## config.mk

```make
export PLATFORM = sky130hd
export DESIGN_NAME = uart_rx_flat
export DESIGN_NICKNAME = d
export VERILOG_FILES = /design/src/rtl/uart_rx_if.sv /design/src/rtl/uart_rx.sv /design/src/flat_wrapper.sv
export SDC_FILE = /design/constraint.sdc
export NUM_CORES = 1
export LEC_CHECK = 0
export ABC_CLOCK_PERIOD_IN_PS = 2350
export CORE_UTILIZATION = 59
export CTS_BUF_LIST = sky130_fd_sc_hd__clkbuf_4
export DETAILED_ROUTE_END_ITERATION = 6
export PLACE_DENSITY = 0.81
export SYNTH_ARGS = -nofsm -noshare
export SYNTH_HDL_FRONTEND = slang
export SYNTH_SLANG_ARGS = --single-unit
```

## constraint.sdc

```tcl
create_clock -name clk -period 2.35 [get_ports clk]
set_input_delay 0.5875 -clock clk [delete_from_list [all_inputs] [get_ports clk]]
set_output_delay 0.5875 -clock clk [all_outputs]
set_load 0.01 [all_outputs]
```

## src/rtl/uart_rx_if.sv

```systemverilog
// Serial-in / byte-out bundle between the UART pin and its consumer (Uart2wb).
// master = line driver plus byte consumer, slave = the uart_rx receiver.
interface uart_rx_if;
    logic       in_RxBit;
    logic [7:0] out_DataByte;
    logic       out_RxDone;
    logic       out_FrameErr;
    logic       out_ParityErr;
    logic       out_Busy;

    modport master (
        output in_RxBit,
        input  out_DataByte, out_RxDone, out_FrameErr, out_ParityErr, out_Busy
    );
    modport slave (
        input  in_RxBit,
        output out_DataByte, out_RxDone, out_FrameErr, out_ParityErr, out_Busy
    );
endinterface

```

## src/rtl/uart_rx.sv

```systemverilog
// UART receiver, 8 data bits LSB first, 1 stop bit, mid-bit sampling by cycle count.
// Optional parity bit after bit 7 when UART_RX_PARITY_EN is defined.
module uart_rx #(
    parameter int CLKS_PER_BIT = 434,
    parameter int PARITY_ODD   = 0
) (
    input  logic     clk,
    input  logic     rst,
    uart_rx_if.slave bus
);
    localparam int CW = $clog2(CLKS_PER_BIT);
    localparam logic [CW-1:0] HALF_M1 = CW'(CLKS_PER_BIT/2 - 1);
    localparam logic [CW-1:0] FULL_M1 = CW'(CLKS_PER_BIT - 1);

    if (CLKS_PER_BIT < 4 || PARITY_ODD < 0 || PARITY_ODD > 1) begin : g_cfg_err
        $error("uart_rx: CLKS_PER_BIT must be >= 4 and PARITY_ODD 0 or 1");
    end

    typedef enum logic [2:0] {
        WAIT_IDLE, IDLE, START, DATA,
`ifdef UART_RX_PARITY_EN
        PARITY,
`endif
        STOP
    } state_t;

    state_t        state, state_nxt;
    logic [1:0]    sync_q;
    logic          rxs;
    logic [CW-1:0] cnt, cnt_nxt;
    logic [2:0]    bit_idx, bit_nxt;
    logic [7:0]    shreg, sh_nxt;
    logic [7:0]    data_q, data_nxt;
    logic          done_q, done_nxt;
    logic          fe_q, fe_nxt;
    logic          par_ok;

    // Sync flops reset to idle-high so reset never looks like a start bit.
    always_ff @(posedge clk or posedge rst) begin
        if (rst) sync_q <= 2'b11;
        else     sync_q <= {sync_q[0], bus.in_RxBit};
    end
    assign rxs = sync_q[1];

`ifdef UART_RX_PARITY_EN
    logic par_q, par_nxt, pe_q, pe_nxt;

    always_ff @(posedge clk or posedge rst) begin
        if (rst) begin
            par_q <= 1'b0;
            pe_q  <= 1'b0;
        end else begin
            par_q <= par_nxt;
            pe_q  <= pe_nxt;
        end
    end
    assign par_ok            = ((^shreg) ^ par_q) == 1'(PARITY_ODD);
    assign bus.out_ParityErr = pe_q;
`else
    assign par_ok            = 1'b1;
    assign bus.out_ParityErr = 1'b0;
`endif

    always_ff @(posedge clk or posedge rst) begin
        if (rst) begin
            state   <= WAIT_IDLE;
            cnt     <= '0;
            bit_idx <= '0;
            shreg   <= '0;
            data_q  <= '0;
            done_q  <= 1'b0;
            fe_q    <= 1'b0;
        end else begin
            state   <= state_nxt;
            cnt     <= cnt_nxt;
            bit_idx <= bit_nxt;
            shreg   <= sh_nxt;
            data_q  <= data_nxt;
            done_q  <= done_nxt;
            fe_q    <= fe_nxt;
        end
    end

    always_comb begin
        state_nxt = state;
        cnt_nxt   = cnt;
        bit_nxt   = bit_idx;
        sh_nxt    = shreg;
        data_nxt  = data_q;
        done_nxt  = 1'b0;
        fe_nxt    = 1'b0;
`ifdef UART_RX_PARITY_EN
        par_nxt   = par_q;
        pe_nxt    = 1'b0;
`endif
        case (state)
            WAIT_IDLE: if (rxs) state_nxt = IDLE;
            IDLE: begin
                if (!rxs) begin
                    state_nxt = START;
                    cnt_nxt   = '0;
                    bit_nxt   = '0;
                end
            end
            START: begin
                if (cnt == HALF_M1) begin
                    cnt_nxt   = '0;
                    state_nxt = rxs ? IDLE : DATA;
                end else begin
                    cnt_nxt = cnt + 1'b1;
                end
            end
            DATA: begin
                if (cnt == FULL_M1) begin
                    cnt_nxt = '0;
                    sh_nxt  = {rxs, shreg[7:1]};
                    bit_nxt = bit_idx + 3'd1;
`ifdef UART_RX_PARITY_EN
                    if (bit_idx == 3'd7) state_nxt = PARITY;
`else
                    if (bit_idx == 3'd7) state_nxt = STOP;
`endif
                end else begin
                    cnt_nxt = cnt + 1'b1;
                end
            end
`ifdef UART_RX_PARITY_EN
            PARITY: begin
                if (cnt == FULL_M1) begin
                    cnt_nxt   = '0;
                    par_nxt   = rxs;
                    state_nxt = STOP;
                end else begin
                    cnt_nxt = cnt + 1'b1;
                end
            end
`endif
            STOP: begin
                if (cnt == FULL_M1) begin
                    cnt_nxt = '0;
`ifdef UART_RX_PARITY_EN
                    pe_nxt  = !par_ok;
`endif
                    // Low stop may be a break: wait for the line to return high.
                    if (!rxs) begin
                        fe_nxt    = 1'b1;
                        state_nxt = WAIT_IDLE;
                    end else begin
                        state_nxt = IDLE;
                        if (par_ok) begin
                            data_nxt = shreg;
                            done_nxt = 1'b1;
                        end
                    end
                end else begin
                    cnt_nxt = cnt + 1'b1;
                end
            end
            default: state_nxt = WAIT_IDLE;
        endcase
    end

    assign bus.out_DataByte = data_q;
    assign bus.out_RxDone   = done_q;
    assign bus.out_FrameErr = fe_q;
    assign bus.out_Busy     = (state != IDLE);
endmodule

```

## src/flat_wrapper.sv

```systemverilog
// flat-port wrapper written by rule: the top's interface ports become plain ports
module uart_rx_flat 
#(
    parameter int CLKS_PER_BIT = 434,
    parameter int PARITY_ODD   = 0
)
  (clk, rst, bus_in_RxBit, bus_out_DataByte, bus_out_RxDone, bus_out_FrameErr, bus_out_ParityErr, bus_out_Busy);
  uart_rx_if bus_i ();
  input  logic clk;
  input  logic rst;
  input wire logic [$bits(bus_i.in_RxBit)-1:0] bus_in_RxBit;
  output wire logic [$bits(bus_i.out_DataByte)-1:0] bus_out_DataByte;
  output wire logic [$bits(bus_i.out_RxDone)-1:0] bus_out_RxDone;
  output wire logic [$bits(bus_i.out_FrameErr)-1:0] bus_out_FrameErr;
  output wire logic [$bits(bus_i.out_ParityErr)-1:0] bus_out_ParityErr;
  output wire logic [$bits(bus_i.out_Busy)-1:0] bus_out_Busy;
  assign bus_i.in_RxBit = bus_in_RxBit;
  assign bus_out_DataByte = bus_i.out_DataByte;
  assign bus_out_RxDone = bus_i.out_RxDone;
  assign bus_out_FrameErr = bus_i.out_FrameErr;
  assign bus_out_ParityErr = bus_i.out_ParityErr;
  assign bus_out_Busy = bus_i.out_Busy;
  uart_rx #(.CLKS_PER_BIT(CLKS_PER_BIT), .PARITY_ODD(PARITY_ODD)) u_core (.clk(clk), .rst(rst), .bus(bus_i));
endmodule
```

# After elaboration in Yosys (flattened, before gate mapping)

Cells that the tools add are included.

Register bits after elaboration: 35
Output and inout port bits: 12

Add/sub/neg operators: 2
Equality and inequality tests: 14
Multiplexer cells: 22
Reduce and logical (&&, ||, !) cells: 9

Operators by type and width:

| kind                  | count |
|---|---|
| $mux W9               | 3 |
| $pmux W9 S3           | 1 |
| $mux W3               | 8 |
| $pmux W3 S5           | 1 |
| $ne A2 B1 Y1 const B  | 5 |
| $add A9 B1 Y9 const B | 1 |
| $eq A9 B8 Y1 const B  | 1 |
| $eq A9 B9 Y1 const B  | 1 |
| $mux W1               | 7 |
| $eq A3 B2 Y1 const B  | 2 |
| $eq A3 B3 Y1 const B  | 2 |
| $pmux W3 S2           | 1 |
| $reduce_and A3 Y1     | 2 |
| $reduce_and A6 Y1     | 1 |
| $reduce_and A2 Y1     | 2 |
| $add A3 B1 Y3 const B | 1 |
| $eq A3 B1 Y1 const B  | 1 |
| $logic_not A3 Y1      | 1 |
| $ne A3 B1 Y1 const B  | 1 |
| $reduce_bool A3 Y1    | 1 |
| $mux W2               | 1 |
| $ne A2 B2 Y1 const B  | 1 |
| $reduce_bool A2 Y1    | 1 |
| $reduce_or A2 Y1      | 1 |

# Longest topological paths before layout

Depth in word-level cells: 4
Depth in mapped cells: 8

# Worst setup path before layout

OpenSTA, ideal clock, no wires.

Path kind: reg-to-reg
Start point: register u_core.cnt[1]
End point: register u_core.data_q[0], in the netlist u_core.bus.out_DataByte[0]
Library setup time: 125 ps
Arrival time: 1752 ps
Setup slack: 473 ps
Cell stages (with the launch flop): 8
Path buffers: 1
Period minus slack after synthesis: 1877 ps
Cells stage by stage: dfrtp_1 -> inv_1 -> ha_1 -> and4bb_4 -> nand3_4 -> or3_1 -> buf_6 -> mux2_4

Cells in the longest elaborated chain, start to end: 2

RTL lines:

| element                     | RTL line       | source |
|---|---|---|
| start: declaration          | uart_rx.sv:30  | `logic [CW-1:0] cnt, cnt_nxt;` |
| start signal: assignment    | uart_rx.sv:75  | `cnt <= cnt_nxt;` |
| $eq A9 B9 Y1                | uart_rx.sv:139 | `if (cnt == FULL_M1) begin` |
| $reduce_and A3 Y1 (no line) | --             |  |
| end signal: assignment      | uart_rx.sv:78  | `data_q <= data_nxt;` |
| end: declaration            | uart_rx.sv:33  | `logic [7:0] data_q, data_nxt;` |

No other way between the ends.
A chain may end at the register's enable or synchronous reset.

# Final worst setup path

Start point: register u_core.state[2]
End point: output bus_out_Busy

Cells in the longest elaborated chain, start to end: 1

RTL lines:

| element                  | RTL line           | source |
|---|---|---|
| start: declaration       | uart_rx.sv:27      | `state_t state, state_nxt;` |
| start signal: assignment | uart_rx.sv:74      | `state <= state_nxt;` |
| $ne A3 B1 Y1             | uart_rx.sv:166     | `assign bus.out_Busy = (state != IDLE);` |
| end: declaration         | flat_wrapper.sv:16 | `output wire logic [$bits(bus_i.out_Busy)-1:0] bus_out_Busy;` |

No other way between the ends.

==> PnR_summary.wiki <==
{| class="wikitable"
! Metric !! Value
|-
| Outcome || complete, but fails checks
|-
| Violations in the final reports || design-rule violations
|-
| Async S/R FF share, synth || 100%
|-
| Overflow after GRT || 0
|-
| Initial cell density of the core || around 63%
|-
| Data required, critical path || 1.76 ns
|-
| FILL cells || between 200 and 250
|-
| TritonCTS clock tree || done
|-
| Flop2flop setup slack || ~0.20 ns
|-
| CP startpoint kind || flip-flop
|-
| CTS buffer count || 5
|-
| I/O pin count || 15
|-
| DR vias/cell || 5.67
|-
| Post-synthesis net count || 160
|-
| Sw frac || between 20% and 30%
|-
| Wire length reported by the detailed router || 3010 microns
|-
| Post-route minimum period || 2.17 ns
|-
| Relative slew margins || 63.0%
|-
| Per-instance average area after synthesis || between 10 and 15 sq um
|-
| Setup violations, final || 0
|-
| Crit path max fanout || 8
|-
| Post-placement worst setup slack || approximately 0.2 ns
|-
| IO buf count || 13
|-
| Post-layout net count || 180
|-
| Total vias in the final route || ~1,200
|-
| Internal Power || approximately 0.001 W
|-
| Number of placement rows || 19
|-
| Cell count of the worst hold path || 0
|-
| Y dimension of the die || approximately 57 microns
|-
| Proportion of power drawn by the clock network || about a third
|-
| Synth Register Bits || 35
|-
| Setup WS post-layout || between 0.15 and 0.2 ns
|-
| Total core area || roughly 2800 sq um
|-
| Share of layout cells above drive strength 1 || 23.7%
|-
| Share of the clock period used by the worst path after layout || between 90 and 100%
|-
| DP Cell Count || between 150 and 200
|-
| Final routed DRC violation total || 7
|-
| Overall global routing resource usage || 22.1%
|-
| Crit Path Category || flip-flop to output pin
|-
| Wire length per cell after detailed routing || between 10 and 15 microns
|-
| Power density normalized to cell area || approximately 700 nW/um^2
|-
| Latest clock arrival within the worst-skew pair || between 0.3 and 0.4 ns
|-
| Number of antenna violations at the first check in global routing || 0
|-
| DP HPWL || around 2200 microns
|-
| Transition time at the pin with the least slew margin || around 0.56 ns
|-
| Power spent charging and discharging nets || a little over 0.0004 W
|-
| Remaining antenna violation count || 0
|-
| Synthesized area || between 1500 and 2000 sq um
|-
| Maximum frequency from static timing analysis || approximately 460 MHz
|-
| Reg2Reg Launch Point || u_core.cnt[1]$_DFFE_PP0P_
|-
| Peak ir drop on the vdd network || just over 0.5 mV
|-
| Post-synth cell types || 50
|-
| Unrepaired setup endpoints after global routing || false
|-
| Number of global-route vias before repair || about 1,100
|-
| Combinational group share of total power || a little over an eighth
|-
| Area added between synthesis and finish || 14.5%
|-
| Number of buffers inserted for hold repair after clock tree synthesis || 0
|-
| Number of design-rule violations left by the first detailed-router iteration || 49
|-
| Classification of the worst-slack hold path || flip-flop to flip-flop
|-
| Number of maximum-capacitance constraint violations || 0
|-
| Final slew viol count || 0
|-
| Clock slew at reported path FFs || between 0.1 and 0.15 ns
|-
| Origin of the worst min-delay path || u_core.sync_q[0]$_DFF_PP1_
|-
| Kind of end point of the critical path || output pin
|-
| Root Buffer || sky130_fd_sc_hd__clkbuf_4
|-
| Maximum root-to-sink buffer count || 2
|-
| Flip-flop cell with the highest count after synthesis || sky130_fd_sc_hd__dfrtp_1
|-
| Final-report hold violation count || 0
|-
| Cell type of the slowest stage on the worst timing path || sky130_fd_sc_hd__dfrtp_1
|-
| Worst Clk Skew || about 0.017 ns
|-
| Endpoint of the worst hold-timing path || u_core.sync_q[1]$_DFF_PP1_
|-
| Worst hold-check slack || ~0.36 ns
|-
| Worst R2R End || u_core.bus.out_DataByte[0]$_DFFE_PP0P_
|-
| Number of standard cells in the layout, taps in and fillers out || 204
|-
| Routability cong. || around 0.94
|-
| Worst Reg2Reg Path Length in Cells || 6
|-
| Die ar. || ~3200 sq um
|-
| Number of enable flip-flop cells after synthesis || 0
|-
| Total negative setup slack || 0 ns
|-
| Sink Count || 35
|-
| Critical Path AT || 1.58 ns
|-
| Top cell family by delay on the critical path || flip-flops
|-
| Crit path buffers/inverters || 1
|-
| Global-route wire length before repair || 5250 microns
|-
| Static Leak || roughly 0.99 nW
|-
| Register area share after synthesis || between 40 and 50%
|-
| Crit-path cells || nor2b_1 -> nand2b_1 -> clkdlybuf4s50_1
|-
| Overall die width || between 50 and 60 microns
|-
| Pin count of the biggest net entering global routing || 36
|-
| Largest incremental delay on the critical path || about 0.47 ns
|-
| Antenna diode count || 0
|-
| Number of H-tree levels || 2
|-
| Fraction of power consumed by sequential logic || about 54%
|-
| Warnings from Yosys || 0
|-
| Detailed Routing Iterations Pass 1 || 6
|-
| Post-synthesis cell count || roughly 150
|}
[cell type report]
type	instances	area, sq um	area share (%)
Multi-Input combinational cell	104	825	40.6
Clock buffer	5	37.5	1.85
Timing Repair Buffer	19	175	8.63
Sequential cell	35	880	43.3
Tap cell	31	38.8	1.91
Inverter	7	26.3	1.29
Clock inverter	3	47.5	2.34
[sequential cells by signal, indices dropped and copies added, names as in the netlist]
register	cells
u_core.shreg	8
u_core.state	3
u_core.bus.out_RxDone	1
u_core.sync_q	2
u_core.bus.out_DataByte	8
u_core.bit_idx	3
u_core.cnt	9
u_core.bus.out_FrameErr	1
[per-layer routing]
layer,vias up,global-route usage [%],wire length [microns]
li1,576,-,-
met1,560,28.7,1410
met2,13,34.5,1470
met3,8,4.84,75
met4,0,12.2,57
met5,-,0,0
[cells by family after synthesis]
group	after synthesis	share of synthesized area, %
fa+ha+maj	5	3.53
mux	16	11.9
compound gates	29	12.8
xor+xnor	3	1.48
flops	35	49.6
other cells	1	0.212
buf+inv	13	3.88
simple gates	50	16.7
[worst max path at each step]
stage                                     start                                endpoint  slack [ns]  depth (start not counted)
finish              u_core.state[2]$_DFFE_PP0P_                            bus_out_Busy        0.18                          3
global route          u_core.cnt[0]$_DFFE_PP0P_               u_core.cnt[4]$_DFFE_PP0P_        0.04                          7
CTS                 u_core.state[0]$_DFFE_PP0P_                            bus_out_Busy         0.1                          3
detailed placement    u_core.cnt[1]$_DFFE_PP0P_  u_core.bus.out_DataByte[3]$_DFFE_PP0P_        0.19                          6
global placement      u_core.cnt[0]$_DFFE_PP0P_               u_core.cnt[4]$_DFFE_PP0P_        0.27                          7
floorplan             u_core.cnt[1]$_DFFE_PP0P_  u_core.bus.out_DataByte[0]$_DFFE_PP0P_        0.47                          7
[cell usage after synthesis, drive strengths merged (3+ instances only)]
| cell | instances | share of area [%] |
|---|---|---|
| ha | 5 | 3.5 |
| nand2b | 4 | 1.4 |
| a211o | 3 | 1.5 |
| mux2 | 16 | 12 |
| a22o | 5 | 2.5 |
| nor3 | 4 | 1.1 |
| nand3 | 4 | 2.1 |
| a21oi | 3 | 0.85 |
| inv | 7 | 1.5 |
| buf | 5 | 2.2 |
| nor2b | 3 | 1.1 |
| nor2 | 10 | 2.1 |
| o21ai | 8 | 2.3 |
| nand2 | 11 | 2.3 |
| dfrtp | 33 | 47 |
[worst reg2reg max path, cell delays in order, from the launching register on]
cell,delay (ns)
sky130_fd_sc_hd__dfrtp_1,0.41
sky130_fd_sc_hd__inv_1,0.10
sky130_fd_sc_hd__ha_1,0.15
sky130_fd_sc_hd__and4bb_4,0.29
sky130_fd_sc_hd__nand3_4,0.11
sky130_fd_sc_hd__or3_1,0.61
sky130_fd_sc_hd__mux2_4,0.39
[cell usage in the layout (no fill, tap or decap), drive strengths merged, types with 2 or more instances in the layout]
cell type      count
a211o              3
a21oi              3
a22o               5
a31oi              2
and3               2
and4bb             2
buf                6
clkbuf             5
clkdlybuf4s50     13
dfrtp             33
dfstp              2
ha                 5
inv                8
mux2              16
nand2             11
nand2b             4
nand3              4
nor2              10
nor2b              3
nor3               4
o21ai              8
or2                2
xnor2              2
[metrics by stage]
step / total power, W / cell area [sq um] / utilization, %
finish: 0.00139 / 2030 / 72.3
global route: 0.00146 / 2030 / 72.3
CTS: 0.00140 / 2010 / 71.5
detailed placement: 0.000955 / 1920 / 68.5
global placement: 0.000936 / 1920 / 68.5
floorplan: 0.000904 / 1770 / -
[power groups by stage]
stage | Combinational (W) | Clock (W) | Sequential, W
final | 0.000189 | 0.000445 | 0.000754
after global routing | 0.000217 | 0.000481 | 0.000766
after CTS | 0.000191 | 0.000456 | 0.000753
after detailed placement | 0.000190 | 0 | 0.000765
after global placement | 0.000177 | 0 | 0.000759
after floorplan | 0.000178 | 0 | 0.000727
[what timing repair did]
item                                    CTS  global route
endpoints found under the setup margin    1             1
buffers inserted                          0             3
resized for setup                         1             0
No activity file was read; power rests on OpenSTA's default activity.
